==> src/rtl/uart_tx_fifo.sv <==
// FIFO-buffered UART transmitter: 8N1 frames by default, 8E1 when UART_TX_PARITY_EN is defined.
// Bytes written by the wrapper queue in a DEPTH-entry FIFO and are sent back to back on TxD.
module uart_tx_fifo #(
  parameter int CLKS_PER_BIT = 87,
  parameter int DEPTH        = 8
) (
  input  logic                     clk,
  input  logic                     reset,
  input  logic                     wr_en,
  input  logic [7:0]               wr_data,
  output logic                     full,
  output logic [$clog2(DEPTH):0]   level,
  output logic                     busy,
  output logic                     overflow,
  output logic                     TxD
);

  localparam int PTR_W = $clog2(DEPTH);
  localparam int LVL_W = PTR_W + 1;
  localparam logic [15:0]      LAST_CNT  = 16'(CLKS_PER_BIT - 1);
  localparam logic [LVL_W-1:0] DEPTH_LVL = LVL_W'(DEPTH);

  typedef enum logic [2:0] {
    IDLE,
    START,
    DATA,
`ifdef UART_TX_PARITY_EN
    PARITY,
`endif
    STOP
  } state_t;

  state_t             state_q, state_d;
  logic [15:0]        cnt_q, cnt_d;
  logic [2:0]         bit_q, bit_d;
  logic [7:0]         shift_q, shift_d;
  logic               txd_q, txd_d;
  logic [PTR_W-1:0]   wr_ptr_q, wr_ptr_d;
  logic [PTR_W-1:0]   rd_ptr_q, rd_ptr_d;
  logic [LVL_W-1:0]   level_q, level_d;
  logic               full_q, full_d;
  logic               ovf_q, ovf_d;
  logic [7:0]         mem_q [DEPTH];
  logic               wr_acc;
  logic               pop;
  logic               bit_end;
`ifdef UART_TX_PARITY_EN
  logic               par_q, par_d;
`endif

  always_comb begin
    wr_acc   = wr_en && !full_q;
    pop      = 1'b0;
    bit_end  = (cnt_q == LAST_CNT);
    state_d  = state_q;
    cnt_d    = cnt_q + 16'd1;
    bit_d    = bit_q;
    shift_d  = shift_q;
    txd_d    = txd_q;
    rd_ptr_d = rd_ptr_q;
`ifdef UART_TX_PARITY_EN
    par_d    = par_q;
`endif

    case (state_q)
      IDLE: begin
        cnt_d = '0;
        if (level_q != '0) pop = 1'b1;
      end
      START: begin
        if (bit_end) begin
          state_d = DATA;
          cnt_d   = '0;
          bit_d   = '0;
          txd_d   = shift_q[0];
        end
      end
      DATA: begin
        if (bit_end) begin
          cnt_d = '0;
          if (bit_q == 3'd7) begin
`ifdef UART_TX_PARITY_EN
            state_d = PARITY;
            txd_d   = par_q;
`else
            state_d = STOP;
            txd_d   = 1'b1;
`endif
          end else begin
            bit_d   = bit_q + 3'd1;
            shift_d = {1'b0, shift_q[7:1]};
            txd_d   = shift_q[1];
          end
        end
      end
`ifdef UART_TX_PARITY_EN
      PARITY: begin
        if (bit_end) begin
          state_d = STOP;
          cnt_d   = '0;
          txd_d   = 1'b1;
        end
      end
`endif
      STOP: begin
        // Chain straight into the next start bit when more data is waiting.
        if (bit_end) begin
          cnt_d = '0;
          if (level_q != '0) begin
            pop = 1'b1;
          end else begin
            state_d = IDLE;
            txd_d   = 1'b1;
          end
        end
      end
      default: begin
        state_d = IDLE;
        cnt_d   = '0;
        txd_d   = 1'b1;
      end
    endcase

    if (pop) begin
      state_d  = START;
      cnt_d    = '0;
      txd_d    = 1'b0;
      shift_d  = mem_q[rd_ptr_q];
      rd_ptr_d = rd_ptr_q + 1'b1;
`ifdef UART_TX_PARITY_EN
      par_d    = ^mem_q[rd_ptr_q];
`endif
    end

    wr_ptr_d = wr_acc ? wr_ptr_q + 1'b1 : wr_ptr_q;
    case ({wr_acc, pop})
      2'b10:   level_d = level_q + 1'b1;
      2'b01:   level_d = level_q - 1'b1;
      default: level_d = level_q;
    endcase
    full_d = (level_d == DEPTH_LVL);
    // A write against a full FIFO is lost even if a pop frees a slot this cycle.
    ovf_d  = ovf_q | (wr_en & full_q);
  end

  always_ff @(posedge clk) begin
    if (reset) begin
      state_q  <= IDLE;
      cnt_q    <= '0;
      bit_q    <= '0;
      shift_q  <= '0;
      txd_q    <= 1'b1;
      wr_ptr_q <= '0;
      rd_ptr_q <= '0;
      level_q  <= '0;
      full_q   <= 1'b0;
      ovf_q    <= 1'b0;
`ifdef UART_TX_PARITY_EN
      par_q    <= 1'b0;
`endif
    end else begin
      state_q  <= state_d;
      cnt_q    <= cnt_d;
      bit_q    <= bit_d;
      shift_q  <= shift_d;
      txd_q    <= txd_d;
      wr_ptr_q <= wr_ptr_d;
      rd_ptr_q <= rd_ptr_d;
      level_q  <= level_d;
      full_q   <= full_d;
      ovf_q    <= ovf_d;
`ifdef UART_TX_PARITY_EN
      par_q    <= par_d;
`endif
    end
  end

  always_ff @(posedge clk) begin
    if (wr_acc) mem_q[wr_ptr_q] <= wr_data;
  end

  assign TxD      = txd_q;
  assign level    = level_q;
  assign full     = full_q;
  assign overflow = ovf_q;
  assign busy     = (state_q != IDLE) || (level_q != '0);

endmodule

==> config.mk <==
export PLATFORM = sky130hd
export DESIGN_NAME = uart_tx_fifo
export DESIGN_NICKNAME = d
export VERILOG_FILES = /design/src/rtl/uart_tx_fifo.sv
export SDC_FILE = /design/constraint.sdc
export NUM_CORES = 1
export LEC_CHECK = 0
export CAP_MARGIN = 40
export CORE_ASPECT_RATIO = 0.75
export CORE_MARGIN = 8
export CORE_UTILIZATION = 54
export DETAILED_ROUTE_END_ITERATION = 10
export GPL_TIMING_DRIVEN = 0
export PLACE_DENSITY = 0.8
export SYNTH_ARGS = -nofsm -noshare
export SYNTH_HDL_FRONTEND = slang
export SYNTH_SLANG_ARGS = --single-unit
==> constraint.sdc <==
create_clock -name clk -period 2.57 [get_ports clk]
set_input_delay 0.514 -clock clk [delete_from_list [all_inputs] [get_ports clk]]
set_output_delay 0.514 -clock clk [all_outputs]
set_load 0.01 [all_outputs]
==> run metrics <==
CTS tree=done; synth top area cells=edfxtp_1 41%, dfxtp_1 19%, mux4_2 7.6%, ha_1 3.4%, nor2_1 3.3%; syn nets=380; register area=2829 um^2; first-pass detailed-route iteration total=5; FILL cells=590; VDD IR max=0.6660 mV; CP Launch Type=register; Worst Path Class, Setup=register to register; Layout area overhead=16.96%; Syn Area/Cell=13.30 um^2; Total GRT Usage=16.33%; Worst-Margin Slew=0.8617 ns; M2 GR Usage=25.90%; worst r2r path cells=11; via-per-instance ratio=5.883; FF-to-FF End=full; Seq/Total Area, Yosys=59.60%; root buffer cell=clkbuf_16; EDFF count, synth=64; M1 GR Usage=21.54%; Reg2Reg Launch Point=cnt_q[5]; area share of the largest cell type after synthesis=40.58%; Pins Over Slew Limit=0; largest net degree at the start of global routing=20; DR WL/cell=18.71 um; r2r setup slk=-0.42 ns; Clock Sinks=109; fraction of registers with async set/reset=0%; layout cell share with drive strength beyond 1=22.83%; hold path depth=2; H-tree depth=3; Top Usage Layer GRT=met2; first-pass GRT wire length=15.30 mm; multi-input logic area=1927 um^2; status=complete, but fails checks; hold_buf cts=0; final non-filler cell total=511; core area=8491 um^2; FP Rows=29; #FFs+latches synth=109; Req. time, crit path=2.86 ns; PD cells=1011 nW/um^2; Final period util=116.2%; final setup fails=3; total CTS buffers=9; endpoint type of the worst setup path=register; Slew Limit Headroom=42.34%; Yosys warnings=0; HP Start=overflow; Yosys cell types=54; final-report hold violation count=0; arrival time at the worst endpoint=3.28 ns; Port Buffer Count=18; vias in the first global route=3,023; static leakage=1.893 nW; cell accounting for the most synthesized area=edfxtp_1; hold-critical path endpoint=overflow; routability cong.=0.8363; starting density of the core=55.78%; max-cap violations=0; RSZ-0062 raised after global routing=yes; Vias=3,006; clock buffer depth=2; ys flop type=edfxtp_1; Routed WL=9.562 mm; antenna viol nets, final=0; Worst-Skew Late Latency=0.35 ns; Die X=124.1 um; die footprint=12,050 um^2; io pins=19; failing checks=negative setup slack; end-of-flow core utilization=65.24%; DRC Markers=0; Layout Skew=0.008234 ns; DR iter-0 viols=230; Mapped Cells=356; # nets final=422; crit path time final=2.986 ns; Die Y=97.10 um; placed insts=487; gr ovfl total=0; final setup margin=-0.4161 ns; Worst setup startpoint=cnt_q[5]; CP max FO=5; clk slew on worst S/H paths=0.08 ns; Fmax=334.9 MHz; Hold/Removal Path Class=register to register; initial antenna violation count=0; GRT met3 Usage=3.542%; Post-Syn Area=4736 um^2; diodes inserted=0; DP Wirelength=6.320 mm
[per-layer routing]
layer | part of all wire (%) | up-vias | wire (um)
met2 | 49 | 76 | 4665
met5 | 0 | - | 0
met4 | 1.4 | 0 | 132
met3 | 4.4 | 12 | 423
met1 | 45 | 1513 | 4340
li1 | - | 1405 | -
[kinds of logic (layout without fill, tap and decap cells)]
group | count (synthesis) | count (layout) | share of synthesized area (%)
XOR/XNOR | 21 | 21 | 3.884
buffers and inverters | 21 | 68 | 1.717
adder cells (fa/ha/maj) | 13 | 13 | 3.435
AO/OA/AOI/OAI | 35 | 35 | 6.129
AND/OR/NAND/NOR | 128 | 128 | 14.85
multiplexers | 29 | 29 | 10.38
flip-flops | 109 | 109 | 59.60
[state kept, by name, summed over array words and instances (netlist names), named ones only]
name / count
level: 4
bit_q: 3
state_q: 2
overflow: 1
wr_ptr_q: 3
full: 1
cnt_q: 16
TxD: 1
shift_q: 8
mem_q: 64
rd_ptr_q: 3
[cell usage after synthesis, types with 2 or more instances]
master	n
edfxtp_1	64
dfxtp_1	45
nor2_1	42
nand2_1	23
mux4_2	16
ha_1	13
mux2i_1	12
xnor2_1	11
xor2_1	10
a21oi_1	9
nor2b_1	9
nand2b_1	8
a211oi_1	7
and3_1	7
clkbuf_1	7
nor3_1	7
nand3_1	6
a211oi_2	5
inv_1	5
buf_1	4
nor4_1	4
nand4_1	3
a311oi_2	2
buf_2	2
inv_2	2
nand4b_1	2
o211ai_1	2
or3_1	2
or4_4	2
[report_power, final]
| group | internal [W] | switching, W |
|---|---|---|
| clock | 0.000676 | 0.000645 |
| sequential | 0.00206 | 0.000169 |
| combinational | 0.000944 | 0.00111 |
| total | 0.00368 | 0.00192 |
[layout by cell type, fill, tap and decap left out, types with 3 or more instances in the layout]
cell type / instances
edfxtp_1: 64
nor2_1: 41
dfxtp_1: 40
nand2_1: 23
clkdlybuf4s50_1: 18
mux4_2: 16
mux2i_1: 12
buf_4: 12
xnor2_1: 11
xor2_1: 10
ha_1: 10
nor2b_1: 9
a211oi_2: 9
clkbuf_16: 9
nand2b_1: 8
and3_1: 7
a21oi_1: 7
clkbuf_1: 6
nor3_1: 6
nand3_1: 6
inv_1: 5
buf_2: 5
dfxtp_2: 5
nor4_2: 4
nand4_1: 3
buf_1: 3
a211oi_1: 3
[stage by stage]
step	hold WS, ns	setup slack [ns]	total power [W]	cell area, um^2	TNS, ns
6_report	0.4817	-0.4161	0.005603	5539	-0.8546
5_1_grt	0.4963	-0.6018	0.005888	5539	-1.613
4_1_cts	0.4827	-0.4282	0.005503	5500	-0.8806
3_5_place_dp	0.4607	-0.7064	0.003983	5096	-6.555
3_3_place_gp	0.4525	-0.6961	0.003906	5060	-21.61
2_1_floorplan	0.4375	-0.1331	0.003471	4745	-0.2390
[cell type report]
cell class / instances / area share, %
clock inverters: 6 / 0.9261
clock buffers: 10 / 4.134
flip-flops and latches: 109 / 51.07
plain buffers: 11 / 0.9261
inverters: 8 / 0.5647
multi-input cells: 226 / 34.79
repair buffers: 33 / 5.150
well taps: 108 / 2.440
[critical path: stages, from the launching register on]
cell and delay (ns):
dfxtp_2 0.33, or4b_4 0.57, nor4_4 0.35, o211ai_1 0.20, xnor2_1 0.19, ha_2 0.22, a21oi_4 0.05, and4b_1 0.21
mux2i_1 0.19, nor4b_4 0.24, xor2_1 0.20, and3_1 0.18
[repair_timing]
item	4_1_cts	5_1_grt
setup endpoints to repair	5	18
setup buffers	8	2
resized for setup	14	8
pin swaps	9	5
[worst max-delay path by stage]
stage                     cells past startpoint          end  slack [ns]
after global placement                        5  mem_q[0][7]       -0.70
after floorplan                              11         full       -0.13
after CTS                                    12         full       -0.43
final                                        11         full       -0.42
after global routing                         13         full       -0.60
after detailed placement                     13         full       -0.71
Note: power is estimated with default switching activity, not from simulation.
